## config.mk

```make
export PLATFORM = sky130hd
export DESIGN_NAME = rsa_const_unit
export DESIGN_NICKNAME = d
export VERILOG_FILES = /design/src/rtl/rsa_pkg.sv /design/src/rtl/rsa_const_unit.sv
export SDC_FILE = /design/constraint.sdc
export NUM_CORES = 1
export LEC_CHECK = 0
export CAP_MARGIN = 20
export CELL_PAD_IN_SITES_DETAIL_PLACEMENT = 1
export CELL_PAD_IN_SITES_GLOBAL_PLACEMENT = 1
export CORE_ASPECT_RATIO = 1.75
export CORE_MARGIN = 4
export CORE_UTILIZATION = 45
export CTS_BUF_LIST = sky130_fd_sc_hd__clkbuf_4
export CTS_CLUSTER_DIAMETER = 200
export DETAILED_ROUTE_END_ITERATION = 6
export GPL_TIMING_DRIVEN = 0
export MAX_ROUTING_LAYER = met4
export PLACE_DENSITY_LB_ADDON = 0.1
export SETUP_SLACK_MARGIN = 0.3
export SYNTH_ARGS = -nofsm -noshare
export SYNTH_HDL_FRONTEND = slang
export SYNTH_SLANG_ARGS = --single-unit
```

## constraint.sdc

```tcl
create_clock -name clk -period 3.2 [get_ports clk]
set_clock_uncertainty 0.05 [all_clocks]
set_input_delay 0.96 -clock clk [delete_from_list [all_inputs] [get_ports clk]]
set_output_delay 0.96 -clock clk [all_outputs]
set_load 0.02 [all_outputs]
```

## src/rtl/rsa_pkg.sv

```systemverilog
// Shared definitions for the Montgomery-constant unit: FSM state type and
// the iteration-count helper.
package rsa_pkg;

  // FSM state encoding for rsa_const_unit.
  typedef enum logic [1:0] {
    ST_IDLE = 2'd0,
    ST_CALC = 2'd1,
    ST_DONE = 2'd2
  } state_e;

  // Number of doubling/reduction steps: R^2 with R = 2^(width+2).
  function automatic int iter_count(input int width);
    return 2 * (width + 2);
  endfunction

endpackage

```

## src/rtl/rsa_const_unit.sv

```systemverilog
// Computes the Montgomery constant 2^(2*(WIDTH+2)) mod M by repeated
// doubling with conditional subtraction, one step per enabled cycle.
//
// Handshake: start is sampled only in IDLE while en=1. The result is
// presented when done pulses for one enabled cycle; valid then stays high
// (with Const and err) until the next accepted start or reset. start seen
// in CALC or DONE is dropped, not queued.
module rsa_const_unit
  import rsa_pkg::*;
#(
  parameter int WIDTH = 8
) (
  input  logic             clk,
  input  logic             rst,
  input  logic             en,
  input  logic             start,
  input  logic [WIDTH-1:0] M,
  output logic [WIDTH-1:0] Const,
  output logic             busy,
  output logic             done,
  output logic             valid,
  output logic             err,
  output logic [1:0]       state_dbg
);

  localparam int ITERS = iter_count(WIDTH);
  localparam int CW    = $clog2(ITERS + 1);
  localparam logic [CW-1:0] LAST_CNT = CW'(ITERS - 1);

  state_e           state_q, state_d;
  logic [WIDTH-1:0] m_q, m_d;
  logic [WIDTH-1:0] r_q, r_d;
  logic [WIDTH-1:0] const_q, const_d;
  logic [CW-1:0]    cnt_q, cnt_d;
  logic             valid_q, valid_d;
  logic             err_q, err_d;

  // Reduction step datapath: r < m_q always holds, so 2*r fits in WIDTH+1
  // bits and a single conditional subtract brings it back below m_q.
  logic [WIDTH:0]   t;
  logic [WIDTH:0]   t_diff;
  logic [WIDTH-1:0] r_step;

  // Doubling and conditional subtraction for the current r.
  always_comb begin
    t      = {r_q, 1'b0};
    t_diff = t - {1'b0, m_q};
    r_step = (t >= {1'b0, m_q}) ? t_diff[WIDTH-1:0] : t[WIDTH-1:0];
  end

  // Next-state logic for the FSM and datapath registers.
  always_comb begin
    state_d = state_q;
    m_d     = m_q;
    r_d     = r_q;
    const_d = const_q;
    cnt_d   = cnt_q;
    valid_d = valid_q;
    err_d   = err_q;
    case (state_q)
      ST_IDLE: begin
        if (start) begin
          m_d     = M;
          r_d     = WIDTH'(1);
          cnt_d   = '0;
          const_d = '0;
          if (!M[0] || (M == WIDTH'(1))) begin
            // No inverse-friendly modulus: report and finish at once.
            err_d   = 1'b1;
            valid_d = 1'b1;
            state_d = ST_DONE;
          end else begin
            err_d   = 1'b0;
            valid_d = 1'b0;
            state_d = ST_CALC;
          end
        end
      end
      ST_CALC: begin
        r_d   = r_step;
        cnt_d = cnt_q + CW'(1);
        if (cnt_q == LAST_CNT) begin
          const_d = r_step;
          valid_d = 1'b1;
          state_d = ST_DONE;
        end
      end
      ST_DONE: begin
        state_d = ST_IDLE;
      end
      default: begin
        state_d = ST_IDLE;
      end
    endcase
  end

  // State registers: reset wins, otherwise advance only on enabled cycles.
  always_ff @(posedge clk) begin
    if (rst) begin
      state_q <= ST_IDLE;
      m_q     <= '0;
      r_q     <= '0;
      const_q <= '0;
      cnt_q   <= '0;
      valid_q <= 1'b0;
      err_q   <= 1'b0;
    end else if (en) begin
      state_q <= state_d;
      m_q     <= m_d;
      r_q     <= r_d;
      const_q <= const_d;
      cnt_q   <= cnt_d;
      valid_q <= valid_d;
      err_q   <= err_d;
    end
  end

  assign Const     = const_q;
  assign busy      = (state_q == ST_CALC);
  assign done      = (state_q == ST_DONE);
  assign valid     = valid_q;
  assign err       = err_q;
  assign state_dbg = state_q;

endmodule

```

# ---- Word-level counts from Yosys, hierarchy flattened
# Index checks and enable logic that the tools add are counted.
dict set report classes {
  add_sub_neg 2
  magnitude_cmp 1
  eq_ne 6
  mux 16
  reduce_logical 8
}
# op count
set op_table {}
lappend op_table {{two-way mux 8 bit} 4}
lappend op_table {{case mux 8 bit (2 select lines)} 2}
lappend op_table {{case mux 5 bit (2 select lines)} 1}
lappend op_table {{greater-or-equal comparator 9 x 8 -> 1 bit} 1}
lappend op_table {{AND reduction 3 bit} 3}
lappend op_table {{== test 8 x 1 -> 1 bit (second input constant)} 1}
lappend op_table {{subtractor 8 bit} 1}
lappend op_table {{two-way mux 2 bit} 3}
lappend op_table {{adder 5 x 1 -> 5 bit (second input constant)} 1}
lappend op_table {{== test 5 bit (second input constant)} 1}
lappend op_table {{two-way mux 5 bit} 1}
lappend op_table {{case mux 2 bit (2 select lines)} 1}
lappend op_table {{AND reduction 4 bit} 1}
lappend op_table {{two-way mux 1 bit} 3}
lappend op_table {{== test 2 x 1 -> 1 bit (second input constant)} 1}
lappend op_table {{== test 2 bit (second input constant)} 1}
lappend op_table {{zero test 2 bit} 1}
lappend op_table {{inequality test 2 x 1 -> 1 bit (second input constant)} 1}
lappend op_table {{inequality test 2 bit (second input constant)} 1}
lappend op_table {{case mux 1 bit (2 select lines)} 1}
lappend op_table {{nonzero test 2 bit} 1}
lappend op_table {{zero test 1 bit} 1}
lappend op_table {{logical OR 1 bit} 1}
dict set report word_totals {
  register_bits 33
  in_bits 12
}

# ---- Logic depth before layout (Yosys ltp)
dict set report depth {
  word_depth 5
  mapped_depth 8
}

# ---- Worst setup path before layout
# Ideal clock, no wire load.
dict set report synth_timing {
  kind {flip-flop to flip-flop}
  start {register m_q[1]}
  end {register const_q[2], in the netlist Const[2]}
  setup_ns 0.117
  arrival_ns 1.930
  required_ns 3.033
  setup_slack_ns 1.103
  path_stages_with_launch 8
  synth_period_minus_slack_ns 2.097
  path_cell_list {dfxtp_1 inv_1 ha_1 nor2b_1 o21ai_0 a31oi_2 or3_4 a32o_1}
}
dict set report synth_via {
  elab_chain_len 4
}
# item line
set synth_lines {}
lappend synth_lines {{from (decl)} rsa_const_unit.sv:31} ;# logic [WIDTH-1:0] m_q, m_d;
lappend synth_lines {{from (signal assigned)} rsa_const_unit.sv:109} ;# m_q <= m_d;
lappend synth_lines {{subtractor 8 bit / greater-or-equal comparator 9 x 8 -> 1 bit (equally long branches)} {rsa_const_unit.sv:47, rsa_const_unit.sv:48}}
lappend synth_lines {{two-way mux 8 bit *} rsa_const_unit.sv:48} ;# r_step = (t >= {1'b0, m_q}) ? t_diff[WIDTH-1:0] : t[WIDTH-1:0];
lappend synth_lines {{two-way mux 8 bit *} rsa_const_unit.sv:82} ;# if (cnt_q == LAST_CNT) begin
lappend synth_lines {{case mux 8 bit (2 select lines) *} rsa_const_unit.sv:60} ;# case (state_q)
lappend synth_lines {{to (signal assigned)} rsa_const_unit.sv:111} ;# const_q <= const_d;
lappend synth_lines {{to (decl)} rsa_const_unit.sv:33} ;# logic [WIDTH-1:0] const_q, const_d;
# Every way passes the cells marked *; elsewhere a longest branch is shown, timed or not. The select of a mux whose other input is x is not followed.
# A chain may end at the register's enable or synchronous reset.

# ---- Worst setup path in the final report
dict set report layout_timing {
  start {register state_q[0], in the netlist state_dbg[0]}
  end {output busy}
}
dict set report layout_via {
  elab_chain_len 1
}
# item line
set layout_lines {}
lappend layout_lines {{from (decl)} rsa_const_unit.sv:30} ;# state_e state_q, state_d;
lappend layout_lines {{from (signal assigned)} rsa_const_unit.sv:108} ;# state_q <= state_d;
lappend layout_lines {{== test 2 x 1 -> 1 bit} rsa_const_unit.sv:119} ;# assign busy = (state_q == ST_CALC);
lappend layout_lines {{to (decl)} rsa_const_unit.sv:19} ;# output logic busy,
# No other way between the ends.

==> metrics.cfg <==
[finish]
drive_gt1_share_pct=7.937
final_cell_mix=dfxtp_1 (32), nor2_1 (31), clkdlybuf4s50_1 (25), nand2_1 (19), a21oi_1 (14)
multi_input_area_mm2=0.001051
regArea_um2=661.9
design_area_mm2=0.002158
area_delta_synth_final_pct=20.55
final_cells=300
fillers=511
nets=273
diodes=0
layout_commonest_cell=dfxtp_1

[sta]
finalSetupViolCount=0
finalSetupTns_ps=0
period_minus_slack_ps=2708
holdWs_ps=418.3
max_freq_mhz=369.2
rsz0062_at_grt=no
tightest_slew_ps=704.7
final_hold_viol_count=0
maxSlewHeadroom_pct=52.93
slew_viol_final=0
period_share_pct=84.64

[floorplan]
row_count=30
die_w_um=55.68
die_h_um=91.45
initial_core_util_pct=46.31
dieArea_mm2=0.005092
boundaryPins=26
fp.coreArea_mm2=0.003866

[critical_path]
worstRegToRegCells=7
rrSetupSlack_ps=870
crit_type=register to output pin
startpoint_type=register
crit_path_max_fanout=7
crit_required_ps=2190
critPathArrivalTime_ps=1700
worstSetupEndpointType=output pin

[run_status]
status=finished clean

[pwr]
power.density_mw_per_mm2=422.0
totalPowerFinal_mw=0.9108
leakage_nw=0.8272
ir_worst_vdd_mv=0.3718

[run]
cap_violations=0

[synth]
synthDistinctLibCells=45
synth_cells=219
synth-seq-cells=33
ys_warn_count=0
post_synth.cell_area_avg_um2=8.176
synth.cell_area_mm2=0.001790
syn_nets=241
async_flop_share_pct=0
seq_area_frac_synth_pct=36.90
synth-edff-count=0
ys.flop_type=dfxtp_1

[route]
drc=0
vias_per_cell=5.767
drt_iter0_drc=54
drt-total-wl_mm=5.092
detailroute.via_count=1730
wire_per_inst_um=16.97
ant_nets=0
dr.pass1.iters=4

[place]
hpwl_mm=4.027
gp_congestion=0.7917
place_inst=292
portBuffers=25
dpl-instance-area_mm2=0.002101

[clock_network]
cts-root-buf=clkbuf_4
post-cts-setup-buffers=0
tritoncts=built
htreeDepth=2
path_clk_slew_ps=120
clkSinkCount=33
insertion_delay_ps=350
cts_made_buffers=5
clockBufferDepth=2

[global_route]
grt_use_total_pct=22.44
grt_pass1_vias=1825
grt-ovfl-total=0
grt_start_max_net_pins=12
antenna_found_initial=0
grt_pass1_wl_mm=8.673

[min_path]
hold_class=register to register
hold_depth=2

[power breakdown]
part           switching [mW]  total [mW]  internal (mW)
clock                   0.159       0.242         0.0828
combinational           0.148       0.237         0.0892
sequential            0.00930       0.432          0.422
[cell type report]
type	count	share of cell area [%]
Buffer	9	2.145
Sequential cell	33	30.67
Clock inverter	3	0.8116
Inverter	9	1.565
Timing Repair Buffer	25	11.59
Clock buffer	5	1.739
Multi-Input combinational cell	168	48.70
Tap cell	48	2.783
[kinds of logic (layout without fill, tap and decap cells)]
group	Yosys count	in the layout	share of synthesized area [%]
buffers and inverters	18	51	4.402
AND/OR/NAND/NOR	92	92	25.02
adder cells (fa/ha/maj)	10	10	7.408
flip-flops	33	33	36.90
XOR/XNOR	6	6	2.935
AO/OA/AOI/OAI	60	60	23.34
[final timing paths]
check / endpoint / startpoint
min reg2reg: Const[5]$_SDFFE_PP0P_ / Const[5]$_SDFFE_PP0P_
min: Const[5]$_SDFFE_PP0P_ / Const[5]$_SDFFE_PP0P_
max: busy / state_dbg[0]$_SDFFE_PP0P_
max reg2reg: r_q[2]$_SDFFE_PP0P_ / m_q[1]$_SDFFE_PP0P_
[per-layer routing]
layer | track usage [%] | routed length (um)
met5 | - | 0
met4 | 9.331 | 138
met3 | 3.129 | 98
met2 | 42.79 | 2902
met1 | 21.96 | 1952
[cells in the mapped netlist, drive strengths merged (3+ instances only)]
master	number	area share, %
a211oi	3	1.5
a21oi	14	3.9
a311oi	3	1.5
a31oi	3	1.4
a32o	4	2.2
a32oi	5	2.4
and2	3	1.0
and3	3	1.0
buf	3	1.2
clkbuf	6	1.3
dfxtp	33	37
ha	9	6.3
inv	9	1.9
nand2	19	4.0
nand2b	4	1.4
nand3	8	2.2
nand4	6	2.1
nor2	31	6.5
nor2b	3	1.0
nor3	6	1.7
o21ai	12	3.4
o31ai	4	1.7
xor2	5	2.4
[flip-flops by register name, summed over array words and instances (netlist names)]
register / count
state_dbg: 2
r_q: 8
m_q: 8
cnt_q: 5
Const: 8
err: 1
valid: 1
[per-stage QoR]
step	setup WS, ps	utilization, %
2_1_floorplan	1103	-
3_3_place_gp	213.5	54.34
3_5_place_dp	119.0	54.34
4_1_cts	389.6	55.76
5_1_grt	377.6	55.83
6_report	491.5	55.83
[timing repair]
item                       CTS  global route
hold endpoints to repair     0             0
resized for setup            0             3
hold buffers                 0             0
setup endpoints to repair    0             7
[worst max-delay path: stages, from the launching register on]
cell	delay (ps)
dfxtp_2	400
nor2b_1	140
clkbuf_2	180
clkdlybuf4s50_1	630
Note: power is estimated with default switching activity, not from simulation.
